## src/rtl/product_accumulator_pkg.sv

```systemverilog
// Shared types and constants for the product accumulator.
// Optional build macro: PRODUCT_ACCUMULATOR_SATURATE_EN (see product_accumulator.sv).
package product_accumulator_pkg;

   // Controller states: waiting for start, collecting products, holding result
   typedef enum logic [1:0] {
      IDLE = 2'd0,
      ACC  = 2'd1,
      DONE = 2'd2
   } state_e;

   // Width of one product coming from the 4x4 multiplier
   localparam int PROD_W = 8;

   // Smallest accumulator width that can never overflow for n_terms products
   function automatic int min_acc_w(input int n_terms);
      return PROD_W + $clog2(n_terms);
   endfunction

endpackage

```

## src/rtl/acc_adder.sv

```systemverilog
// Combinational W-bit unsigned adder with carry-out; the carry drives the
// accumulator's overflow detection.
module acc_adder #(
   parameter int W = 12
) (
   input  logic [W-1:0] a_i,
   input  logic [W-1:0] b_i,
   output logic [W-1:0] sum_o,
   output logic         carry_o
);

   // One extra bit on the add exposes the carry-out
   assign {carry_o, sum_o} = {1'b0, a_i} + {1'b0, b_i};

endmodule

```

## src/rtl/product_accumulator.sv

```systemverilog
// Sums a burst of N_TERMS 8-bit products into an ACC_W-bit accumulator and
// presents the result on a valid/ready output handshake.
// Build macro PRODUCT_ACCUMULATOR_SATURATE_EN: when defined the accumulator
// clamps to all-ones on overflow; otherwise it wraps modulo 2^ACC_W.
// Handshakes: a transfer happens on a rising edge where valid and ready are
// both high; ready/valid driven here come from registered state only, and
// the sender's data must be stable while its valid is high.
module product_accumulator
   import product_accumulator_pkg::*;
#(
   parameter int N_TERMS = 4,
   parameter int ACC_W   = 12
) (
   input  logic             clk,
   input  logic             rst_n,
   input  logic             start,
   input  logic             p_valid,
   output logic             p_ready,
   input  logic [7:0]       p_data,
   output logic             sum_valid,
   input  logic             sum_ready,
   output logic [ACC_W-1:0] sum_data,
   output logic             busy,
   output logic             ovf
);

   localparam int CNT_W = (N_TERMS > 1) ? $clog2(N_TERMS) : 1;
   localparam logic [CNT_W-1:0] LAST_CNT = CNT_W'(N_TERMS - 1);
   // When the width covers the worst-case sum the carry can never fire
   localparam bit CAN_OVF = (ACC_W < min_acc_w(N_TERMS));

   state_e           state_q, state_d;
   logic [ACC_W-1:0] acc_q, acc_d;
   logic [CNT_W-1:0] cnt_q, cnt_d;
   logic             ovf_q, ovf_d;

   logic [ACC_W-1:0] p_ext;
   logic [ACC_W-1:0] add_sum;
   logic             add_carry;
   logic [ACC_W-1:0] acc_next;
   logic             accept;

   assign p_ext  = ACC_W'(p_data);
   assign accept = p_valid && (state_q == ACC);

   acc_adder #(.W(ACC_W)) u_adder (
      .a_i     (acc_q),
      .b_i     (p_ext),
      .sum_o   (add_sum),
      .carry_o (add_carry)
   );

   // Overflow policy for the value written back into the accumulator
`ifdef PRODUCT_ACCUMULATOR_SATURATE_EN
   assign acc_next = add_carry ? {ACC_W{1'b1}} : add_sum;
`else
   assign acc_next = add_sum;
`endif

   // State and datapath registers with synchronous active-low reset
   always_ff @(posedge clk) begin
      if (!rst_n) begin
         state_q <= IDLE;
         acc_q   <= '0;
         cnt_q   <= '0;
         ovf_q   <= 1'b0;
      end else begin
         state_q <= state_d;
         acc_q   <= acc_d;
         cnt_q   <= cnt_d;
         ovf_q   <= ovf_d;
      end
   end

   // Next-state and datapath update; everything holds unless an event occurs
   always_comb begin
      state_d = state_q;
      acc_d   = acc_q;
      cnt_d   = cnt_q;
      ovf_d   = ovf_q;
      case (state_q)
         IDLE: begin
            if (start) begin
               acc_d   = '0;
               cnt_d   = '0;
               ovf_d   = 1'b0;
               state_d = ACC;
            end
         end
         ACC: begin
            if (accept) begin
               acc_d = acc_next;
               cnt_d = cnt_q + 1'b1;
               if (CAN_OVF && add_carry) ovf_d = 1'b1;
               if (cnt_q == LAST_CNT) state_d = DONE;
            end
         end
         DONE: begin
            if (sum_ready) state_d = IDLE;
         end
         default: state_d = IDLE;
      endcase
   end

   assign p_ready   = (state_q == ACC);
   assign sum_valid = (state_q == DONE);
   assign sum_data  = sum_valid ? acc_q : '0;
   assign busy      = (state_q != IDLE);
   assign ovf       = ovf_q;

endmodule

```

## config.mk

```make
export PLATFORM = sky130hd
export DESIGN_NAME = product_accumulator
export DESIGN_NICKNAME = d
export VERILOG_FILES = /design/src/rtl/product_accumulator_pkg.sv /design/src/rtl/acc_adder.sv /design/src/rtl/product_accumulator.sv
export SDC_FILE = /design/constraint.sdc
export NUM_CORES = 1
export LEC_CHECK = 0
export BUFFER_PORTS_ARGS = -buffer_cell sky130_fd_sc_hd__buf_2
export CELL_PAD_IN_SITES_DETAIL_PLACEMENT = 1
export CELL_PAD_IN_SITES_GLOBAL_PLACEMENT = 2
export CORE_MARGIN = 10
export CORE_UTILIZATION = 33
export CTS_CLUSTER_DIAMETER = 80
export CTS_CLUSTER_SIZE = 16
export DETAILED_ROUTE_END_ITERATION = 7
export GPL_TIMING_DRIVEN = 0
export PLACE_DENSITY_LB_ADDON = 0.12
export SYNTH_ARGS = -nofsm -noshare
export SYNTH_HDL_FRONTEND = slang
export SYNTH_SLANG_ARGS = --single-unit
export TNS_END_PERCENT = 20
```

## constraint.sdc

```tcl
create_clock -name clk -period 3.8 [get_ports clk]
set_clock_uncertainty 0.1 [all_clocks]
set_input_delay 0 -clock clk [delete_from_list [all_inputs] [get_ports clk]]
set_output_delay 0 -clock clk [all_outputs]
set_load 0.05 [all_outputs]
```

==> summary.md <==
| Metric | Value |
|---|---|
| Starting density of the core | between 30% and 40% |
| Slew Limit Fails | 0 |
| R2r startpoint | acc_q[0]$_SDFFE_PN0P_ |
| Endpoint class of the critical path | flop |
| Reg clk slew, reported paths | roughly 0.1 ns |
| Synth async-reset ratio | 0% |
| Nets@finish | between 150 and 200 |
| Root Buffer | clkbuf_4 |
| Hold Crit Endpoint | acc_q[0]$_SDFFE_PN0P_ |
| Number of synthesized register bits | 16 |
| Worst skew pair latency | about 0.28 ns |
| Total core area | 3337 um^2 |
| Unrepaired setup endpoints after global routing | no |
| Setup TNS Final | 0 ns |
| Cell Rows | 21 |
| Outcome | finished, final reports clean |
| Clock Path Buffers | 2 |
| Layout fillers | about 430 |
| FF-to-FF setup slack | 1.62 ns |
| Final setup fails | 0 |
| Crit path max fanout | 3 |
| Initial DRC Count | 35 |
| First-pass GRT wire length | 5.354 mm |
| Largest net degree at the start of global routing | 11 |
| DR vias | 1058 |
| Initial antenna violation count | 0 |
| Area delta synth->final | 23.14% |
| Final period utilization | between 50 and 60% |
| LEAKAGE | between 0.6 and 0.7 nW |
| CP required | 3.94 ns |
| Mapped cell area | 1146 um^2 |
| MaxCap Viol Count | 0 |
| PortBufs | 27 |
| Hold Path Stages | 4 |
| Hold_sp | p_data[0] |
| Die Area | around 6200 um^2 |
| EDFF count, synth | 0 |
| Router iterations before antenna repair | 3 |
| Post-synthesis sequential area ratio | between 20% and 30% |
| Hpwl dp | 2.468 mm |
| Die Width | between 70 and 80 um |
| Syn_nets | approximately 150 |
| P per Cell Area | about 250 nW/um^2 |
| Hold_ws | 0.005429 ns |
| Mean Syn Cell Area | slightly below 9 um^2 |
| Cell variety after synth | 42 |
| CTS tree | yes |
| Arr. time, crit path | around 2.3 ns |
| Post-DR vias/cell | just over 5 |
| Vias in the first global route | ~1200 |
| # IOs | 29 |
| Hold/Removal Path Class | input pin to flop |
| Worst-margin pin slew | about 0.56 ns |
| Share of cells above drive strength 1 | approximately 23% |
| Minimum clock period | approximately 2.2 ns |
| Peak VDD IR | 102.8 uV |
| R2r worst-path depth | 6 |
| Max Fclk | 0.4593 GHz |
| CTS buffer count | 3 |
| Clock sinks | 16 |
| Slew headroom | between 60 and 70% |
| Die height | around 79 um |
| # H-tree levels | 1 |
| Post-route ant nets | 0 |
| Syn. warnings | 0 |
| Crit path kind | flop to flop |
| Primary FF master, synth | dfxtp_1 |
| Ant. Diodes | 0 |
| Fin. Hold Viols | 0 |
| GPL Wtd Cong | 0.7578 |
| Startpoint Class | flop |
| Remaining DRCs | 0 |
| Aggregate global routing overflow | 0 |
| Reg-to-reg endpoint | acc_q[2]$_SDFFE_PN0P_ |
| Synth Instances | roughly 130 |
| Routed wire per std cell | approximately 15 um |
| Gr usage total | a little over a tenth |
| Final Routed Wirelength | between 3 and 4 mm |
cell type report:
class | instances | area (um^2) | area share, %
plain buffers | 5 | 30.03 | 2.128
clock buffers | 3 | 22.52 | 1.596
inverters | 3 | 11.26 | 0.7979
multi-input cells | 105 | 784.5 | 55.59
flip-flops and latches | 16 | 320.3 | 22.70
well taps | 46 | 57.56 | 4.078
repair buffers | 32 | 185.2 | 13.12
metrics by stage:
stage	utilization [%]	instances	cell area, um^2	setup WS (ns)	total power, mW
global route	42.29	210	1411	1.458	0.3784
floorplan	-	129	1146	1.917	0.2376
CTS	42.29	210	1411	1.608	0.3580
detailed placement	40.12	202	1339	1.694	0.2611
global placement	40.12	202	1339	1.716	0.2592
finish	42.29	210	1411	1.623	0.3527
synth_stat cells (2+ instances only):
cell	count	area, um^2
and4_1	2	17.52
mux2i_1	4	40.04
o21ai_0	5	25.02
nand3b_1	2	15.01
xor2_1	5	43.79
ha_1	9	112.6
a21oi_1	5	25.02
a211oi_1	2	15.01
o211a_1	2	20.02
dfxtp_1	16	320.3
inv_1	3	11.26
nor2b_1	4	25.02
nand2_1	8	30.03
a22oi_1	3	22.52
and2_1	13	81.33
nand2b_1	4	25.02
clkbuf_1	3	11.26
nand3_1	11	55.05
a21o_1	5	37.54
cells in the final DEF, fill, tap and decap left out, drive strengths merged, types with 2 or more instances in the layout:
| cell | synthesis | layout |
|---|---|---|
| o22ai | 2 | 2 |
| clkbuf | 3 | 6 |
| buf | 2 | 29 |
| dfxtp | 16 | 16 |
| nand2 | 9 | 9 |
| xor2 | 5 | 5 |
| o211a | 2 | 2 |
| a21o | 5 | 5 |
| a22oi | 3 | 3 |
| inv | 3 | 3 |
| mux2i | 4 | 4 |
| and2 | 13 | 13 |
| and4 | 2 | 2 |
| a21oi | 5 | 5 |
| a211oi | 3 | 3 |
| ha | 9 | 9 |
| a21boi | 2 | 2 |
| o21ai | 5 | 5 |
| nand3 | 11 | 11 |
| dlygate4sd3 | 0 | 5 |
| nand3b | 2 | 2 |
| nand2b | 4 | 4 |
| nor2b | 4 | 4 |
worst max-delay path by stage:
stage                          start               endpoint  slack, ns  cells past startpoint
5_1_grt        acc_q[0]$_SDFFE_PN0P_  acc_q[2]$_SDFFE_PN0P_       1.46                      6
3_5_place_dp   acc_q[0]$_SDFFE_PN0P_  acc_q[8]$_SDFFE_PN0P_       1.69                      6
2_1_floorplan  acc_q[0]$_SDFFE_PN0P_  acc_q[8]$_SDFFE_PN0P_       1.92                      6
4_1_cts        acc_q[0]$_SDFFE_PN0P_  acc_q[2]$_SDFFE_PN0P_       1.61                      6
6_report       acc_q[0]$_SDFFE_PN0P_  acc_q[2]$_SDFFE_PN0P_       1.62                      6
3_3_place_gp   acc_q[0]$_SDFFE_PN0P_  acc_q[8]$_SDFFE_PN0P_       1.72                      6
repair_timing:
item / in CTS / in global routing
hold buffers: 5 / 0
hold endpoints to repair: 4 / 0
resized for setup: 0 / 0
setup buffers: 0 / 0
power by group:
group	switching (mW)	internal (mW)	leakage, nW
Combinational	0.0467	0.0353	0.534
Sequential	0.00512	0.173	0.130
Clock	0.0558	0.0368	0.0138
routing by layer:
metal | wire [um] | up-vias | global-route usage, % | share of wire, %
met3 | 136 | 2 | 3.041 | 4.4
met2 | 1560 | 15 | 18.75 | 50
met1 | 1403 | 502 | 11.80 | 45
met5 | 0 | - | 0 | 0
met4 | 16 | 0 | 3.226 | 0.51
li1 | - | 539 | - | -
cell families (layout without fill, tap and decap cells):
| logic type | count (synthesis) | in the layout | share of synthesized area [%] |
|---|---|---|---|
| simple gates | 51 | 51 | 25.98 |
| compound gates | 33 | 33 | 21.94 |
| flops | 16 | 16 | 27.95 |
| fa+ha+maj | 10 | 10 | 11.57 |
| buf+inv | 8 | 43 | 3.603 |
| xor+xnor | 5 | 5 | 3.821 |
| mux | 5 | 5 | 4.803 |
| other cells | 1 | 1 | 0.3272 |
state kept, by name, summed over array words and instances (netlist names):
register  flops
state_q       2
cnt_q         2
acc_q        12
critical path, stage by stage, from the launching register on:
cell and delay [ns]:
dfxtp_1 0.33, ha_1 0.23, fa_1 0.41, xor2_1 0.20, nand4_1 0.13, a21boi_0 0.17, dlygate4sd3_1 0.56
Power figures use the tool's default switching activity.
